## src/rtl/stage_ma_pkg.sv

```systemverilog
// -----------------------------------------------------------------------------
// stage_ma_pkg
// Types shared by the memory-access stage and its neighbours:
//   ex_ma_reg_t : EX-MA pipeline register consumed by stage_ma
//   ma_wb_reg_t : MA-WB pipeline register produced by stage_ma
//   ma_state_e  : access FSM state encoding
// -----------------------------------------------------------------------------
package stage_ma_pkg;

    typedef struct packed {
        logic        instr_valid;
        logic [31:0] pc_plus_four;
        logic [31:0] alu_result;
        logic        dmem_rd_en;
        logic        dmem_wr_en;
        logic [1:0]  dmem_size;    // 00 byte, 01 half, 1x word
        logic        dmem_sign;    // 1 = zero-extend (LBU/LHU)
        logic [31:0] dmem_wdata;
        logic        reg_wr_en;
        logic [4:0]  reg_wr_addr;
    } ex_ma_reg_t;

    typedef struct packed {
        logic        instr_valid;
        logic [31:0] pc_plus_four;
        logic [31:0] alu_result;
        logic [31:0] load_data;
        logic        reg_wr_en;
        logic [4:0]  reg_wr_addr;
    } ma_wb_reg_t;

    typedef enum logic [1:0] {
        ST_IDLE = 2'd0,
        ST_REQ  = 2'd1,
        ST_RESP = 2'd2
    } ma_state_e;

endpackage

```

## src/rtl/stage_ma.sv

```systemverilog
// -----------------------------------------------------------------------------
// stage_ma
// Memory-access stage of the 5-stage RISC-V pipeline. Issues load/store
// requests on a valid/ready data-memory port, formats store byte lanes,
// aligns and extends load data, and registers the result into MA-WB.
// stall_o freezes IF..EX while an access is outstanding.
//
// Parameters:
//   RSP_TIMEOUT : cycles to wait for a load response, 0 = wait forever
//
// Optional feature macro: DMEM_MISALIGN_TRAP_EN
//   defined   : misaligned half/word accesses issue no request, are forwarded
//               with reg_wr_en=0 and pulse dmem_err_o
//   undefined : low address bits are masked to natural alignment
//
// Ports:
//   clk, rst_ni        clock / asynchronous active-low reset
//   ex_ma_i            EX-MA pipeline register
//   ma_wb_reg_o        MA-WB pipeline register
//   stall_o            access incomplete, hold EX-MA and upstream
//   dmem_req_valid_o   request valid
//   dmem_req_ready_i   memory accepts request
//   dmem_we_o          1 = store, 0 = load
//   dmem_addr_o        word-aligned address
//   dmem_be_o          byte enables
//   dmem_wdata_o       lane-replicated store data
//   dmem_rsp_valid_i   load response valid
//   dmem_rdata_i       load response word
//   dmem_err_o         1-cycle pulse on timeout or misaligned trap
// -----------------------------------------------------------------------------
module stage_ma
    import stage_ma_pkg::*;
#(
    parameter int unsigned RSP_TIMEOUT = 0
) (
    input  logic        clk,
    input  logic        rst_ni,
    input  ex_ma_reg_t  ex_ma_i,
    output ma_wb_reg_t  ma_wb_reg_o,
    output logic        stall_o,
    output logic        dmem_req_valid_o,
    input  logic        dmem_req_ready_i,
    output logic        dmem_we_o,
    output logic [31:0] dmem_addr_o,
    output logic [3:0]  dmem_be_o,
    output logic [31:0] dmem_wdata_o,
    input  logic        dmem_rsp_valid_i,
    input  logic [31:0] dmem_rdata_i,
    output logic        dmem_err_o
);

    ma_state_e   state_q, state_d;
    logic [31:0] cnt_q, cnt_d;
    ma_wb_reg_t  ma_wb_q, ma_wb_d;

    logic        mem_op;
    logic        is_store;
    logic        misalign_trap;
    logic        timeout_hit;
    logic [1:0]  a_off;
    logic [31:0] sh;
    logic [31:0] load_fmt;
    ma_wb_reg_t  fwd_wb;
    logic        req_valid, stall, err;

    assign mem_op   = ex_ma_i.instr_valid & (ex_ma_i.dmem_rd_en | ex_ma_i.dmem_wr_en);
    assign is_store = ex_ma_i.dmem_wr_en;

`ifdef DMEM_MISALIGN_TRAP_EN
    logic misaligned;
    assign misaligned = ((ex_ma_i.dmem_size == 2'b01) & ex_ma_i.alu_result[0]) |
                        (ex_ma_i.dmem_size[1] & (|ex_ma_i.alu_result[1:0]));
    assign misalign_trap = mem_op & misaligned;
`else
    assign misalign_trap = 1'b0;
`endif

    // Final cycle of a RESP wait; counter holds the number of RESP cycles already spent.
    assign timeout_hit = (RSP_TIMEOUT != 0) && (cnt_q == RSP_TIMEOUT - 1);

    // Byte offset inside the word, forced to natural alignment for half/word.
    always_comb begin
        a_off = 2'b00;
        case (ex_ma_i.dmem_size)
            2'b00:   a_off = ex_ma_i.alu_result[1:0];
            2'b01:   a_off = {ex_ma_i.alu_result[1], 1'b0};
            default: a_off = 2'b00;
        endcase
    end

    assign dmem_addr_o = {ex_ma_i.alu_result[31:2], 2'b00};
    assign dmem_we_o   = is_store;

    // Store lane formatting: data replicated into every lane, enables pick the target.
    always_comb begin
        dmem_be_o    = 4'b1111;
        dmem_wdata_o = ex_ma_i.dmem_wdata;
        case (ex_ma_i.dmem_size)
            2'b00: begin
                dmem_be_o    = 4'b0001 << a_off;
                dmem_wdata_o = {4{ex_ma_i.dmem_wdata[7:0]}};
            end
            2'b01: begin
                dmem_be_o    = 4'b0011 << a_off;
                dmem_wdata_o = {2{ex_ma_i.dmem_wdata[15:0]}};
            end
            default: begin
                dmem_be_o    = 4'b1111;
                dmem_wdata_o = ex_ma_i.dmem_wdata;
            end
        endcase
    end

    // Load formatting: dmem_sign=1 means zero-extend.
    assign sh = dmem_rdata_i >> {a_off, 3'b000};

    always_comb begin
        load_fmt = sh;
        case (ex_ma_i.dmem_size)
            2'b00:   load_fmt = ex_ma_i.dmem_sign ? {24'h0, sh[7:0]}  : {{24{sh[7]}}, sh[7:0]};
            2'b01:   load_fmt = ex_ma_i.dmem_sign ? {16'h0, sh[15:0]} : {{16{sh[15]}}, sh[15:0]};
            default: load_fmt = sh;
        endcase
    end

    // Plain pass-through of the EX-MA fields into MA-WB format.
    always_comb begin
        fwd_wb              = '0;
        fwd_wb.instr_valid  = ex_ma_i.instr_valid;
        fwd_wb.pc_plus_four = ex_ma_i.pc_plus_four;
        fwd_wb.alu_result   = ex_ma_i.alu_result;
        fwd_wb.load_data    = 32'h0;
        fwd_wb.reg_wr_en    = ex_ma_i.reg_wr_en;
        fwd_wb.reg_wr_addr  = ex_ma_i.reg_wr_addr;
    end

    // State register plus the MA-WB register and response timeout counter.
    always_ff @(posedge clk or negedge rst_ni) begin
        if (!rst_ni) begin
            state_q <= ST_IDLE;
            cnt_q   <= '0;
            ma_wb_q <= '0;
        end else begin
            state_q <= state_d;
            cnt_q   <= cnt_d;
            ma_wb_q <= ma_wb_d;
        end
    end

    // Next-state logic.
    always_comb begin
        state_d = state_q;
        cnt_d   = cnt_q;
        case (state_q)
            ST_IDLE: begin
                if (mem_op && !misalign_trap) begin
                    if (dmem_req_ready_i) begin
                        if (!is_store) begin
                            state_d = ST_RESP;
                            cnt_d   = '0;
                        end
                    end else begin
                        state_d = ST_REQ;
                    end
                end
            end
            ST_REQ: begin
                if (dmem_req_ready_i) begin
                    if (is_store) begin
                        state_d = ST_IDLE;
                    end else begin
                        state_d = ST_RESP;
                        cnt_d   = '0;
                    end
                end
            end
            ST_RESP: begin
                if (dmem_rsp_valid_i || timeout_hit) begin
                    state_d = ST_IDLE;
                end else begin
                    cnt_d = cnt_q + 32'd1;
                end
            end
            default: state_d = ST_IDLE;
        endcase
    end

    // Outputs. A completing access drops stall in the same cycle so EX-MA can
    // advance; otherwise a bubble is written so WB never commits twice.
    always_comb begin
        req_valid           = 1'b0;
        stall               = 1'b0;
        err                 = 1'b0;
        ma_wb_d             = ma_wb_q;
        ma_wb_d.instr_valid = 1'b0;
        case (state_q)
            ST_IDLE: begin
                if (!mem_op) begin
                    ma_wb_d = fwd_wb;
                end else if (misalign_trap) begin
                    ma_wb_d           = fwd_wb;
                    ma_wb_d.reg_wr_en = 1'b0;
                    err               = 1'b1;
                end else begin
                    req_valid = 1'b1;
                    if (dmem_req_ready_i && is_store) begin
                        ma_wb_d = fwd_wb;
                    end else begin
                        stall = 1'b1;
                    end
                end
            end
            ST_REQ: begin
                req_valid = 1'b1;
                if (dmem_req_ready_i && is_store) begin
                    ma_wb_d = fwd_wb;
                end else begin
                    stall = 1'b1;
                end
            end
            ST_RESP: begin
                // A response arriving on the timeout cycle takes priority.
                if (dmem_rsp_valid_i) begin
                    ma_wb_d           = fwd_wb;
                    ma_wb_d.load_data = load_fmt;
                end else if (timeout_hit) begin
                    ma_wb_d           = fwd_wb;
                    ma_wb_d.reg_wr_en = 1'b0;
                    err               = 1'b1;
                end else begin
                    stall = 1'b1;
                end
            end
            default: begin
                stall = 1'b0;
            end
        endcase
    end

    // Gated by reset so a memory op held on ex_ma_i cannot request during reset.
    assign dmem_req_valid_o = req_valid & rst_ni;
    assign stall_o          = stall & rst_ni;
    assign dmem_err_o       = err & rst_ni;
    assign ma_wb_reg_o      = ma_wb_q;

endmodule

```

## config.mk

```make
export PLATFORM = sky130hd
export DESIGN_NAME = stage_ma
export DESIGN_NICKNAME = d
export VERILOG_FILES = /design/src/rtl/stage_ma_pkg.sv /design/src/rtl/stage_ma.sv
export SDC_FILE = /design/constraint.sdc
export NUM_CORES = 1
export LEC_CHECK = 0
export CAP_MARGIN = 30
export CORE_AREA = 2 2 125 127
export DETAILED_ROUTE_END_ITERATION = 10
export DIE_AREA = 0 0 127 129
export PLACE_DENSITY = 0.77
export SLEW_MARGIN = 5
export SYNTH_ARGS = -nofsm -noshare
export SYNTH_HDL_FRONTEND = slang
export SYNTH_SLANG_ARGS = --single-unit
```

## constraint.sdc

```tcl
create_clock -name clk -period 4.9 [get_ports clk]
set_input_delay 0.98 -clock clk [delete_from_list [all_inputs] [get_ports clk]]
set_output_delay 0.98 -clock clk [all_outputs]
set_load 0.05 [all_outputs]
```

* Word level (Yosys, flattened, before mapping)
Index checks and enable logic that the tools add are counted.
** Cells by class
- Eq/ne operators :: 7
- Shifts and indexed selects :: 3
- Muxes and demuxes :: 23
- Bitwise gates (word level) :: 4
- Reductions and logical operators :: 6
** Operator list (count)
- 2-to-1 mux 103 bit :: 3
- case mux 103 bit (3 select lines) :: 1
- case mux 32 bit (2 select lines) :: 2
- 2-to-1 mux 32 bit :: 2
- >> shifter 32 x 5 -> 32 bit :: 1
- 2-to-1 mux 2 bit :: 6
- case mux 4 bit (2 select lines) :: 1
- inequality test 2 bit, second input constant :: 3
- case mux 2 bit (3 select lines) :: 1
- equality test 2 x 1 -> 1 bit, second input constant :: 2
- logical NOT 2 bit :: 2
- 2-to-1 mux 1 bit :: 4
- case mux 2 bit (2 select lines) :: 1
- AND reduction 4 bit :: 1
- left shift 1 x 2 -> 4 bit, first input constant :: 1
- left shift 2 x 2 -> 4 bit, first input constant :: 1
- AND 1 bit :: 3
- inequality test 3 bit, second input constant :: 1
- case mux 1 bit (3 select lines) :: 1
- nonzero test 3 bit :: 1
- equality test 2 bit, second input constant :: 1
- case mux 1 bit (2 select lines) :: 1
- AND reduction 2 bit :: 1
- logical AND 1 bit :: 1
- bitwise OR 1 bit :: 1
** Storage, ports and cells
- Register bits :: 105
- Output and inout port bits :: 175

* Longest topological paths before layout
- Depth after elaboration :: 7
- Mapped depth :: 9
- Depth with buffers taken out :: 4

* Least setup slack after synthesis
OpenSTA, ideal clock, no wires.
- Path type :: input-to-output
- Start point :: in ex_ma_i[39] in the netlist's numbering
- End point :: out dmem_wdata_o[24]
- Data arrival time :: 2917 ps
- Data required time :: 3920 ps
- Slack :: 1003 ps
- Stages on the path :: 4
- Path buffers :: 2
- Cell sequence :: clkbuf_1 -> buf_1 -> mux2i_1 -> o21ai_0
** On the way
- Cells in the longest elaborated chain, start to end :: 2
** RTL lines
- from (decl) :: line stage_ma.sv:38 : input ex_ma_reg_t ex_ma_i,
- equality test 2 x 1 -> 1 bit / logical NOT 2 bit (equally long branches) :: line stage_ma.sv:98 : case (ex_ma_i.dmem_size)
- case mux 32 bit (2 select lines) * :: line stage_ma.sv:98
- to (decl) :: line stage_ma.sv:46 : output logic [31:0] dmem_wdata_o,
Mark *: on every way between the ends. The rest lies on a longest branch, timed or not.

* Final worst setup path
- Start point :: in ex_ma_i[40] in the netlist's numbering
- End point :: out dmem_wdata_o[26]
Same word-level chain as after synthesis.

==> implementation parameters <==
Parameter                              Value

Synthesis
  EDFF count, synth    0
  Syn Std Cell Area    5378 um^2
  Synth warn    0
  Simple-gate share of the synthesized area    8.004%
  Predominant post-synthesis flop cell    sky130_fd_sc_hd__dfrtp_1
  Average instance area after synthesis    11.92 um^2
  Count of distinct cell types in the synthesized netlist    42
  Post-synthesis register bit count    105
  Synthesized-area fraction occupied by ao, oa, aoi and oai cells    13.12%
  Post-Syn Instances    451
  Synthesized-area fraction occupied by xor and xnor cells    0%
  Async SR Flop Fraction    100.0%
  Largest family of logic cells by synthesized area    multiplexers
  Fraction of the yosys area taken by sequential cells    48.86%
  Share of cell area taken by muxes after synthesis    19.92%
  Arithmetic-cell share of the synthesized area counting full adders, half adders and majority gates    0%

Clock network
  Clock slew seen by the registers of the worst setup and hold paths    0.07 ns
  Post-CTS setup-driven buffer insertion count    0
  CTS H-tree depth    3
  Number of gates resized after CTS    0
  Worst-Skew Late Latency    0.35 ns
  Buffer levels on the longest clock path    2
  TritonCTS clock tree    done
  Clock net sink count    105
  Number of CTS-inserted buffers    9
  CTS root buffer    sky130_fd_sc_hd__clkbuf_16
  Number of buffers inserted by hold repair at cts    0

Drt
  Routed met2 length    9.328 mm
  Number of DRC violations after detailed-routing iteration 0    185
  Highest routed layer    met4
  Post-detailed-route DRC marker count    0
  Antenna Nets Post-Route    0
  Met3 wire len    1.275 mm
  Count of vias placed by the detailed router    4680
  Met1 WL    6.422 mm
  Via-per-instance ratio    5.160
  Routed length per instance    19.27 um
  WL final    17.48 mm
  Detailed Routing Iterations Pass 1    4

Hold path
  Worst Hold Depth    1
  End of the worst hold path    ma_wb_reg_o[70]
  HP Start    ma_wb_reg_o[70]
  Class of the most critical hold timing path    flop to flop

Timing
  Final Cycle Share    84.86%
  Achievable clock frequency    240.5 MHz
  Accumulated negative setup slack    0 ns
  Tightest Pin Transition    0.8850 ns
  Worst max-slew margin expressed relative to the limit    41.00%
  Worst-case hold slack    0.4972 ns
  Final hold violation count    0
  Finish-stage setup viols    0
  Clock tree skew after final layout    0.007295 ns
  Unrepaired setup endpoints after global routing    false
  Clock period minus worst slack    4.158 ns
  Count of pins over their slew limit    0

GRT
  Global-route wire length before repair    26.19 mm
  Total routing usage reported by global routing    20.81%
  Antenna violations before repair    0
  Number of global-route vias before repair    4781
  Sum of overflow across all layers after global routing    0
  Maximum number of pins on one net before global-route repair    69

Floorplan
  Full die area    16380 um^2
  Ports    319
  Number of placement rows    45
  Die Wd    127 um
  Die Y    129 um
  Initial core utilization    35.91%
  Area of the core region    14980 um^2

Cells and area
  Net total in the final layout    858
  Number of filler cells placed in the layout    1203
  Syn-to-layout area delta    59.66%
  Sequential cell area in the final layout    2628 um^2
  Area used by multi-input combinational logic    2221 um^2
  Most common cell after layout, fill and taps aside    sky130_fd_sc_hd__clkdlybuf4s50_1
  Fraction of layout instances using a drive strength above 1    16.55%
  Count of inserted antenna diode cells    0
  Top library cells by usage in the layout, fill and taps aside    sky130_fd_sc_hd__clkdlybuf4s50_1 (303), sky130_fd_sc_hd__dfrtp_1 (105), sky130_fd_sc_hd__mux2_2 (71)

Placement
  Number of buffers inserted by port buffering    315
  Final GP Congestion    0.9511
  Dpl hpwl    13.74 mm

Critical path
  Cell class contributing the biggest share of worst-path delay    buffers and inverters
  Critical path buffer and inverter count    3
  Critical Path Fanout Max    16
  Cell Chain, Critical Path    clkdlybuf4s50_1, buf_4, nand2_1, o21ai_0, clkdlybuf4s50_1
  Largest stage delay on the critical path    0.88 ns
  Source of the critical timing path    ex_ma_i[40]
  Flop2flop setup slack    2.24 ns
  Data required time at the worst endpoint    3.92 ns
  Startpoint types    input port
  Slowest stage cell on the critical path    sky130_fd_sc_hd__clkdlybuf4s50_1
  Endpoint of the worst-slack reg-to-reg timing path    ma_wb_reg_o[100]
  Critical Path AT    3.18 ns
  Category of the worst setup path capture point    primary output
  Startpoint of the most critical register-to-register path    state_q[1]
  CP Class    input port to primary output
  Cell type with the highest occurrence count on the critical path    sky130_fd_sc_hd__clkdlybuf4s50_1
  Worst reg2reg path depth    5

Power
  IR drop worst, VDD    169.2 uV
  Leakage power    3.448 nW
  Total power divided by cell area    372.7 nW/um^2

Job
  Number of maximum-capacitance constraint violations    0

Outcome
  Outcome    finished, final reports clean
[logic make-up (layout without fill, tap and decap cells)]
logic type,count (synthesis),count (layout)
other,1,3
AND/OR/NAND/NOR,74,74
AO/OA/AOI/OAI,100,100
buffers and inverters,82,348
multiplexers,89,89
flip-flops,105,105
[how the worst max path moves through the flow]
stage / end / cells after the start
2_1_floorplan: dmem_wdata_o[24] / 4
3_3_place_gp: dmem_wdata_o[26] / 4
3_5_place_dp: dmem_wdata_o[22] / 4
4_1_cts: dmem_wdata_o[22] / 4
5_1_grt: dmem_wdata_o[19] / 4
6_report: dmem_wdata_o[26] / 5
[cell usage after synthesis, types with 2 or more instances]
master | count | area, um^2
sky130_fd_sc_hd__nand3b_1 | 9 | 67.56
sky130_fd_sc_hd__or2b_1 | 6 | 45.04
sky130_fd_sc_hd__o21ai_0 | 36 | 180.2
sky130_fd_sc_hd__nand3_1 | 3 | 15.01
sky130_fd_sc_hd__mux2_2 | 71 | 799.5
sky130_fd_sc_hd__buf_1 | 2 | 7.510
sky130_fd_sc_hd__dfrtp_1 | 105 | 2628
sky130_fd_sc_hd__mux4_2 | 7 | 157.7
sky130_fd_sc_hd__buf_6 | 9 | 101.4
sky130_fd_sc_hd__a31oi_1 | 16 | 100.1
sky130_fd_sc_hd__nand4b_1 | 8 | 70.07
sky130_fd_sc_hd__mux2i_1 | 8 | 80.08
sky130_fd_sc_hd__nand2_1 | 21 | 78.83
sky130_fd_sc_hd__o21a_1 | 2 | 15.01
sky130_fd_sc_hd__buf_4 | 43 | 322.8
sky130_fd_sc_hd__a32o_1 | 10 | 100.1
sky130_fd_sc_hd__nand2b_1 | 8 | 50.05
sky130_fd_sc_hd__or4_1 | 2 | 15.01
sky130_fd_sc_hd__and3b_1 | 2 | 17.52
sky130_fd_sc_hd__a32oi_1 | 16 | 140.1
sky130_fd_sc_hd__a21oi_1 | 3 | 15.01
sky130_fd_sc_hd__a22o_1 | 7 | 61.31
sky130_fd_sc_hd__inv_1 | 6 | 22.52
sky130_fd_sc_hd__nor2_1 | 8 | 30.03
sky130_fd_sc_hd__nor3_1 | 2 | 10.01
sky130_fd_sc_hd__mux2_1 | 3 | 33.78
sky130_fd_sc_hd__nor2b_1 | 2 | 12.51
sky130_fd_sc_hd__clkbuf_1 | 20 | 75.07
sky130_fd_sc_hd__and2_1 | 3 | 18.77
[flip-flops by register name, summed over array words and instances (netlist names)]
signal / count
ma_wb_reg_o: 103
state_q: 2
[area by class of cell]
| type | count | share of cell area, % |
|---|---|---|
| Clock inverter | 5 | 0.4809 |
| Clock buffer | 11 | 2.711 |
| Tap cell | 188 | 2.740 |
| Timing Repair Buffer | 326 | 37.34 |
| Inverter | 6 | 0.2623 |
| Multi-Input combinational cell | 266 | 25.87 |
| Sequential cell | 105 | 30.60 |
[layer usage]
layer,vias to the layer above,GRT usage [%]
li1,2146,-
met1,2252,23.26
met2,255,38.46
met3,27,4.449
met4,0,8.791
met5,-,0
[per-stage QoR]
step / area (um^2) / utilization (%) / std cells / setup slack, ns / total power, mW
after detailed placement: 8312 / 55.50 / 891 / 0.7887 / 2.554
after global routing: 8586 / 57.33 / 907 / 0.6552 / 3.326
after CTS: 8586 / 57.33 / 907 / 0.7794 / 3.234
after global placement: 8312 / 55.50 / 891 / 0.8540 / 2.526
final: 8586 / 57.33 / 907 / 0.7420 / 3.200
after floorplan: 5385 / - / 453 / 1.003 / 2.018
[report_power, final]
group	total [mW]	switching, mW	internal, mW	leakage [nW]
logic	1.45	0.907	0.546	2.02
registers	1.08	0.0750	1.00	1.30
clock network	0.671	0.322	0.349	0.126
total	3.20	1.30	1.90	3.45
No activity file was read; power rests on OpenSTA's default activity.
